==> src/rtl/ws2812b_pixel_fifo.sv <==
// ws2812b_pixel_fifo: assembles G,R,B colour bytes into 24-bit pixels and
// queues them, with a frame-end marker, for a WS2812B LED driver.
// Optional feature macro: WS2812B_PIXEL_REPEAT_EN adds a repeat_cnt input.
// The head pixel is then presented for repeat_cnt+1 handshakes before it is popped.
module ws2812b_pixel_fifo #(
    parameter int FIFO_DEPTH = 4
) (
    input  logic        clk,
    input  logic        rst,
    input  logic        byte_wr,
    input  logic [7:0]  byte_data,
    input  logic        pixel_latch,
    input  logic        flush,
    input  logic        clear_ovf,
    input  logic        out_ready,
`ifdef WS2812B_PIXEL_REPEAT_EN
    input  logic [7:0]  repeat_cnt,
`endif
    output logic        out_valid,
    output logic [23:0] out_data,
    output logic        out_latch,
    output logic        full,
    output logic [4:0]  level,
    output logic [1:0]  byte_idx,
    output logic        overflow
);

    localparam int         PTR_W   = (FIFO_DEPTH > 1) ? $clog2(FIFO_DEPTH) : 1;
    localparam logic [4:0] DEPTH_L = 5'(FIFO_DEPTH);

    logic [PTR_W-1:0] wr_ptr_q, wr_ptr_d;
    logic [PTR_W-1:0] rd_ptr_q, rd_ptr_d;
    logic [4:0]       level_q, level_d;
    logic [1:0]       byte_idx_q, byte_idx_d;
    logic             overflow_q, overflow_d;
    logic [15:0]      asm_q, asm_d;

    // Pixel storage; deliberately never reset, only gated on the outputs.
    logic [23:0]      mem_data  [FIFO_DEPTH];
    logic             mem_latch [FIFO_DEPTH];

    logic             push_req;
    logic             push_acc;
    logic             push_ref;
    logic             handshake;
    logic             pop;
    logic             last_rep;
    logic [23:0]      push_data;

`ifdef WS2812B_PIXEL_REPEAT_EN
    logic [7:0]       mem_rep [FIFO_DEPTH];
    logic [7:0]       rep_q, rep_d;
`endif

    assign full      = (level_q == DEPTH_L);
    assign out_valid = (level_q != 5'd0);
    assign level     = level_q;
    assign byte_idx  = byte_idx_q;
    assign overflow  = overflow_q;
    assign push_data = {asm_q, byte_data};

    // Handshake decode; flush overrides every push, pop and byte write.
    // Refusal looks only at full at the start of the cycle, so a concurrent pop
    // cannot make room for the incoming pixel.
    always_comb begin
        push_req  = byte_wr && (byte_idx_q == 2'd2) && !flush;
        push_acc  = push_req && !full;
        push_ref  = push_req && full;
        handshake = out_valid && out_ready && !flush;
`ifdef WS2812B_PIXEL_REPEAT_EN
        last_rep  = (rep_q == mem_rep[rd_ptr_q]);
`else
        last_rep  = 1'b1;
`endif
        pop       = handshake && last_rep;
    end

    // Head entry is visible only while the queue holds something.
    always_comb begin
        out_data  = 24'd0;
        out_latch = 1'b0;
        if (out_valid) begin
            out_data  = mem_data[rd_ptr_q];
            out_latch = mem_latch[rd_ptr_q] && last_rep;
        end
    end

    // Next-state for pointers, level, byte index and the sticky overflow flag.
    always_comb begin
        wr_ptr_d   = wr_ptr_q;
        rd_ptr_d   = rd_ptr_q;
        level_d    = level_q;
        byte_idx_d = byte_idx_q;
        overflow_d = overflow_q;
        if (clear_ovf) begin
            overflow_d = 1'b0;
        end
        if (push_ref) begin
            overflow_d = 1'b1;
        end
        if (flush) begin
            wr_ptr_d   = '0;
            rd_ptr_d   = '0;
            level_d    = 5'd0;
            byte_idx_d = 2'd0;
        end else begin
            if (byte_wr) begin
                byte_idx_d = (byte_idx_q >= 2'd2) ? 2'd0 : byte_idx_q + 2'd1;
            end
            if (push_acc) begin
                wr_ptr_d = wr_ptr_q + PTR_W'(1);
            end
            if (pop) begin
                rd_ptr_d = rd_ptr_q + PTR_W'(1);
            end
            if (push_acc && !pop) begin
                level_d = level_q + 5'd1;
            end else if (pop && !push_acc) begin
                level_d = level_q - 5'd1;
            end
        end
    end

    // Partial-pixel assembly of the G and R bytes.
    always_comb begin
        asm_d = asm_q;
        if (byte_wr && !flush) begin
            if (byte_idx_q == 2'd0) begin
                asm_d[15:8] = byte_data;
            end else if (byte_idx_q == 2'd1) begin
                asm_d[7:0] = byte_data;
            end
        end
    end

    // Control state registers.
    always_ff @(posedge clk or posedge rst) begin
        if (rst) begin
            wr_ptr_q   <= '0;
            rd_ptr_q   <= '0;
            level_q    <= 5'd0;
            byte_idx_q <= 2'd0;
            overflow_q <= 1'b0;
        end else begin
            wr_ptr_q   <= wr_ptr_d;
            rd_ptr_q   <= rd_ptr_d;
            level_q    <= level_d;
            byte_idx_q <= byte_idx_d;
            overflow_q <= overflow_d;
        end
    end

    // Datapath registers: assembler bytes and storage, no reset needed.
    always_ff @(posedge clk) begin
        asm_q <= asm_d;
        if (push_acc) begin
            mem_data[wr_ptr_q]  <= push_data;
            mem_latch[wr_ptr_q] <= pixel_latch;
`ifdef WS2812B_PIXEL_REPEAT_EN
            mem_rep[wr_ptr_q]   <= repeat_cnt;
`endif
        end
    end

`ifdef WS2812B_PIXEL_REPEAT_EN
    // Repetition counter; counts handshakes on the current head entry.
    always_comb begin
        rep_d = rep_q;
        if (flush) begin
            rep_d = 8'd0;
        end else if (handshake) begin
            rep_d = last_rep ? 8'd0 : rep_q + 8'd1;
        end
    end

    // Repetition counter register.
    always_ff @(posedge clk or posedge rst) begin
        if (rst) begin
            rep_q <= 8'd0;
        end else begin
            rep_q <= rep_d;
        end
    end
`endif

endmodule

==> config.mk <==
export PLATFORM = sky130hd
export DESIGN_NAME = ws2812b_pixel_fifo
export DESIGN_NICKNAME = d
export VERILOG_FILES = /design/src/rtl/ws2812b_pixel_fifo.sv
export SDC_FILE = /design/constraint.sdc
export NUM_CORES = 1
export LEC_CHECK = 0
export CAP_MARGIN = 25
export CORE_MARGIN = 2
export CORE_UTILIZATION = 60
export DETAILED_ROUTE_END_ITERATION = 12
export PLACE_DENSITY_LB_ADDON = 0.3
export SLEW_MARGIN = 20
export SYNTH_ARGS = -nofsm -noshare
export SYNTH_HDL_FRONTEND = slang
export SYNTH_SLANG_ARGS = --single-unit
==> constraint.sdc <==
create_clock -name clk -period 4.6 [get_ports clk]
set_input_delay 0.46 -clock clk [delete_from_list [all_inputs] [get_ports clk]]
set_output_delay 0.46 -clock clk [all_outputs]
set_load 0.02 [all_outputs]
Word level (Yosys, flattened, before mapping)
Memories as Yosys holds them, arrays and structs flattened.
Cells that the tools add are included.

word-level totals
  register bits after elaboration = 28
  bits in latches = 0
  memory bits (writable) = 100
  memory bits (read-only) = 0
  input bits = 15
  output and inout bits = 35
  logic and storage cells = 57
  memories = 2

memory list
  memory     depth  bits a word  rd ports  clocked after memory_dff  wr ports  RTL line  source
  mem_data   4      24           1         0                         1         39        logic [23:0] mem_data [FIFO_DEPTH];
  mem_latch  4      1            1         0                         1         40        logic mem_latch [FIFO_DEPTH];

cells by class
  add/sub/neg operators = 5
  multipliers = 0
  div/mod/pow operators = 0
  order comparisons = 1
  equality and inequality tests = 3
  shift operators = 0
  multiplexer cells = 16
  bitwise gates (word level) = 1
  reduce and logical (&&, ||, !) cells = 22

operators by type and width
  cell                   number
  $mux W24               1
  $mux W5                3
  $mux W2                7
  $logic_and A1 B1 Y1    9
  $reduce_bool A2 Y1     4
  $add A2 B1 Y2 const B  3
  $add A5 B1 Y5 const B  1
  $eq A5 B3 Y1 const B   1
  $mux W1                5
  $reduce_bool A5 Y1     1
  $sub A5 B1 Y5 const B  1
  $logic_not A1 Y1       4
  $reduce_and A3 Y1      1
  $reduce_bool A3 Y1     1
  $eq A2 B1 Y1 const B   1
  $eq A2 B2 Y1 const B   1
  $ge A2 B2 Y1 const B   1
  $logic_not A2 Y1       1
  $reduce_and A2 Y1      1
  $not A1 Y1             1

Longest topological paths before layout
  depth in word-level cells = 9
  mapped depth = 9
  mapped depth without buffers = 8

Worst setup path after synthesis
Ideal clock, no wire load.

  path type = register to register
  from = reg level_q[0], in the netlist level[0]
  to = reg level_q[4], in the netlist level[4]
  library setup time = 0.071 ns
  arrival = 2.839 ns
  required time = 4.529 ns
  setup slack = 1.690 ns
  stages on the path, launching flop included = 9
  path buffers = 0
  period minus slack after synthesis = 2.910 ns
  cells stage by stage = dfrtp_1 > or4_4 > o21ai_4 > nand2_1 > fa_1 > a21o_1 > a21o_1 > or4b_1 > nand4_1

between the ends
  word-level cells in the longest chain between the ends = 7
  elaborated cells on any way between the ends = 16
  those cells by class = 2 x add/sub; 1 x eq/ne; 3 x mux; 10 x reduce/logical

RTL lines
  item                                                   RTL line  source
  start: declaration                                     33        logic [4:0] level_q, level_d;
  start signal: assignment                               147       level_q <= level_d;
  branches (longest 7 deep; another with $sub A5 B1 Y5)  n/a

Parallel ways; which one is timed is not known. The select of a mux whose other input is x is not followed.
A chain may end at the register's enable or synchronous reset.

Worst setup path after layout
  from = reg level_q[0], in the netlist level[0]
  to = out out_data[19]

between the ends
  word-level cells in the longest chain between the ends = 2

RTL lines
  item                RTL line  source
  $reduce_bool A5 Y1  56        assign out_valid = (level_q != 5'd0);
  $mux W24            82        if (out_valid) begin
  end: declaration    20        output logic [23:0] out_data,

No other way between the ends.

==> impl_results.md <==
* Status: finished clean
* Cell breakdown of the critical path: or4_4, nor2_2, buf_4, nor2b_1, clkdlybuf4s50_1
* Crit-path max FO at 15
* Post-synth cell types at 36
* Number of enable flip-flop cells after synthesis at 116
* Top cells by area, synth: edfxtp_1 (68%), mux4_2 (11%), dfrtp_1 (5.9%)
* Cell with the most instances after synthesis: edfxtp_1
* Finish-stage setup viols at 0
* Antenna cell count at 0
* Post-synth top cells: edfxtp_1 (116), nor2b_1 (27), mux4_2 (25), dfrtp_1 (12), inv_1 (8)
* Max-slew violations at 0
* 1st-iter DRT viols at 200
* Final Hold Fails at 0
* Final worst slack at 1090 ps
* Clk_skew at 7.67 ps
* GRT Total Usage at 23.1%
* Pre-antenna DRT Iters at 4
* Fin cells at 447
* Synth async-reset ratio at 9.38%
* Synth Instances at 261
* Final GP Congestion at 0.755
* P&R area growth vs syn at 23.4%
* # fillers at 461
* Number of max-cap violations at 0
* Initial antenna violation count at 0
* Post-cts sizing count at 0
* Wire per inst at 21.3 µm
* Slew headroom at 42.1%
* CP required at 4140 ps
* Cell area after layout at 6290 µm²
* Layout cell share with drive strength beyond 1 at 20.2%
* Worst-Margin Slew at 865 ps
* Crit end category: primary output
* Vias after detailed routing at 2563
* Area of the core at 8220 µm²
* CP arrival at 3050 ps
* Fin crit share at 76.4%
* Die Wd at 96.1 µm
* Largest net degree at the start of global routing at 26
* Cell Area, Synth at 5090 µm²
* Crit Path Category: reg -> out
* RSZ-0062 raised after global routing: no
* Number of antenna-violating nets in the routed design at 0
* Top cell type by total area after synthesis: edfxtp_1
* PortBufs at 49
* Bufs on Longest Clock Path at 2
* Clock root buffer: clkbuf_8
* CTS tree: done
* Worst-Skew Late Latency at 510 ps
* Worst hold-check path type: in -> async
* Pleak at 2.12 nW
* Crit start category: flop
* Vias in the first global route at 2666
* Nets at 352
* Top Ports at 50
* Setup_tns at 0 ps
* Placed cells at 415
* Global route overflow at 0
* Die Ht at 96.1 µm
* Post-place setup slack at 1340 ps
* Tot Pwr at 3.97 mW
* Syn. warnings at 0
* Max VDD drop at 0.000386 V
* Routed WL at 9540 µm
* Post-Syn Nets at 284
* Clk sink count at 128
* Die ar. at 9240 µm²
* H-tree depth at 4
* Fin crit period at 3510 ps
* # rows at 33
* Hold_buf cts at 0
* Slowest CP cell: or4_4
* Max frequency at 285 MHz
* Critical path's top delay family: simple AND/OR/NAND/NOR gates
* Yosys top cell area share at 68.4%
* Clock-pin slew on the worst setup and hold paths at 60 ps
* Worst path bufs/invs at 2
* Post-synthesis average cell area at 19.5 µm²
* Post-synth top flop: edfxtp_1
* Global-route wire length before repair at 14600 µm
* Remaining DRCs at 0
* CTS Buf Count at 17
* Sequential-to-total area share from yosys stat at 74.3%
* DR vias/cell at 5.73
* Max incr delay on CP at 610 ps
* Cell area power density at 631 nW/µm²
* Final HPWL DP at 5440 µm
* Postcts setup bufs at 0
* Dpl cell area at 5750 µm²
* Starting Density at 62.0%
* Seq cells post-synth at 128
stage by stage:
step | util [%] | hold WS [ps]
4_1_cts | 76.5 | 277
6_report | 76.5 | 272
5_1_grt | 76.5 | 341
2_1_floorplan | - | 325
3_3_place_gp | 70.0 | 468
3_5_place_dp | 70.0 | 481
area by class of cell:
cell class	instances	area (µm²)	area share (%)
well taps	105	131	2.09
clock buffers	18	418	6.65
multi-input cells	115	1240	19.8
clock inverters	14	116	1.85
inverters	8	30.0	0.478
flip-flops and latches	128	3780	60.2
repair buffers	59	566	9.00
registers in the layout, summed over array words and instances (netlist names):
signal / flops
asm_q: 16
byte_idx: 2
level: 5
mem_data: 96
mem_latch: 4
overflow: 1
rd_ptr_q: 2
wr_ptr_q: 2
cells by family after synthesis:
kind of cell	share of synthesized area, %
adders and majority gates	2.11
AOI/OAI and AO/OA	1.92
and+or+nand+nor	6.73
buffers and inverters	1.42
xor gates and xnor gates	1.23
muxes	12.3
DFF	74.3
placed cells by master, fill, tap and decap left out, types with 4 or more instances in the layout:
cell type,n
and2_1,4
edfxtp_1,116
mux4_2,25
clkdlybuf4s50_1,49
nor2b_1,27
nor2_1,7
nand2_1,6
a21oi_1,5
dfrtp_1,12
clkbuf_16,16
inv_1,8
ha_1,7
buf_4,10
clkinvlp_4,4
report_power, final:
part           internal (mW)  switching [mW]  leakage [nW]
Sequential              1.30          0.0660          1.21
Clock                  0.711           0.481         0.250
Combinational          0.681           0.726         0.663
worst paths after layout:
check / startpoint / endpoint / slack [ps] / depth (start not counted)
worst max-delay path: level[0] / out_data[19] / 1090 / 5
worst min-delay path: rst / byte_idx[1] / 270 / 2
worst max register to register: level[0] / level[4] / 1580 / 8
worst min register to register: asm_q[1] / mem_data[0][9] / 500 / 0
max in group asynchronous: rst / wr_ptr_q[0] / 3990 / 2
min in group clk: asm_q[1] / mem_data[0][9] / 500 / 0
routing by layer:
layer	GRT usage (%)	routed length [µm]
met1	30.1	3810
met2	38.8	5210
met3	5.87	418
met4	6.90	104
met5	0	0
Note: power is estimated with default switching activity, not from simulation.
==> patch: new RTL, config.mk and constraints unchanged <==
Register the output `overflow` once more, with the module's reset; this adds one clock of latency there. The other outputs are not delayed to match.
--- a/src/rtl/ws2812b_pixel_fifo.sv
+++ b/src/rtl/ws2812b_pixel_fifo.sv
@@ -56,7 +56,13 @@
     assign out_valid = (level_q != 5'd0);
     assign level     = level_q;
     assign byte_idx  = byte_idx_q;
-    assign overflow  = overflow_q;
+    always_ff @(posedge clk or posedge rst) begin
+        if (rst) begin
+            overflow <= '0;
+        end else begin
+            overflow <= overflow_q;
+        end
+    end
     assign push_data = {asm_q, byte_data};
 
     // Handshake decode; flush overrides every push, pop and byte write.
Check against the original RTL: same outputs for any inputs over 4 cycles, from zero or initial values and one cycle with rst high; that may be too few to reach the edited logic, so the function may still have changed.
==> patch against the unedited design <==
First-iteration DRC count shrank 38%; setup slack gained 230 ps; area after synthesis grew 1.6%; non-clock buffer count shrank 1; die area grew 1.5%; design area grew 1.6%; combinational power shrank 11%; power shrank 1.0%; worst hold slack gained 13 ps; sequential share of layout area shrank 0.52 points; sequential cell count grew 1; routed wire length shrank 1.5%; critical path type unchanged; largest cell class unchanged; largest power group is now sequential cells.
==> patch: results <==
set metrics [dict create \
    synth_common_cells "edfxtp_1 (116), and2_1 (31), mux4_2 (25)" \
    yosysUniqueCellTypes 42 \
    async_reset_ff_frac 0.101 \
    cts_setup_buffers 0 \
    synth_xor_area_frac 0.00508 \
    vdd_drop_max_mv 0.477 \
    largest_reg_flops 96 \
    cp_max_fo 26 \
    yosysSeqAreaShare 0.736 \
    dpl.hpwl_microns 5450 \
    antenna_cells 0 \
    worstMarginPinSlew_ps 898 \
    drive_gt1_frac 0.226 \
    grt_pass1_vias 2663 \
    synth_area_leaders "edfxtp_1 (67%), mux4_2 (11%), dfrtp_1 (6.3%)" \
    startpoint "rd_ptr_q[0]" \
    place_congestion 0.812 \
    nets 356 \
    crit_family "flip-flops" \
    p_leak_nw 2.16 \
    pre_cts_ws_ps 1240 \
    port_buffers 49 \
    r2r-start "level[0]" \
    slowest_stage "dfrtp_2" \
    slowest_delay_ps 940 \
    synth_compound_area_frac 0.0266 \
    fin_skew_ps 12.2 \
    grt_max_degree 30 \
    status "complete, no violations" \
    gr-usage-all-layers 0.217 \
    vias 2615 \
    syn_nets 289 \
    ys.flop_type "edfxtp_1" \
    grt_first_pass_wirelength_microns 14800 \
    ff2ff_setup_slack_ps 1740 \
    rr_endpoint "level[4]" \
    p_int_w 0.00269 \
    wl_microns 9400 \
    synth_fa_ha_area_frac 0.0232 \
    initialDrtViolationCount 125 \
]
patch: metal layers:
| layer | GRT usage | up-vias | wire, microns |
|---|---|---|---|
| met3 | 0.0723 | 8 | 394 |
| met5 | 0 | - | 0 |
| li1 | - | 1187 | - |
| met1 | 0.277 | 1346 | 3900 |
| met2 | 0.358 | 74 | 5050 |
| met4 | 0.0661 | 0 | 62 |
patch: layout make-up:
type	instances	area, sq um
Sequential cell	129	3810
Fill cell	453	1910
Multi-Input combinational cell	120	1300
Timing Repair Buffer	58	562
Clock buffer	17	414
Clock inverter	15	148
Tap cell	105	131
Inverter	6	22.5
patch: per-stage QoR:
step	hold WS (ps)	cells	cell area, sq um	total power [W]
after floorplan	337	265	5170	0.00218
after global placement	366	417	5810	0.00266
after detailed placement	381	417	5810	0.00268
after CTS	276	449	6370	0.00395
after global routing	315	450	6390	0.00409
final	285	450	6390	0.00393
patch: worst max path at each step:
stage,slack (ps),end,cells after the start
floorplan,1950,level[4],8
global placement,1330,level[4],10
detailed placement,1240,level[4],10
CTS,1050,out_data[1],4
global route,1140,out_data[5],3
finish,1320,out_data[20],3
patch: power groups by stage:
| stage | Clock (W) | Sequential, W | Combinational (W) |
|---|---|---|---|
| 2_1_floorplan | 0 | 0.00139 | 0.000792 |
| 5_1_grt | 0.00133 | 0.00143 | 0.00133 |
| 3_3_place_gp | 0 | 0.00144 | 0.00121 |
| 3_5_place_dp | 0 | 0.00145 | 0.00123 |
| 6_report | 0.00125 | 0.00142 | 0.00126 |
| 4_1_cts | 0.00127 | 0.00142 | 0.00125 |
patch: logic make-up (layout without fill, tap and decap cells):
| logic type | Yosys count | after routing |
|---|---|---|
| AND/OR/NAND/NOR | 59 | 59 |
| flip-flops | 129 | 129 |
| multiplexers | 32 | 32 |
| AO/OA/AOI/OAI | 17 | 17 |
| XOR/XNOR | 3 | 3 |
| adder cells (fa/ha/maj) | 9 | 9 |
| buffers and inverters | 16 | 96 |
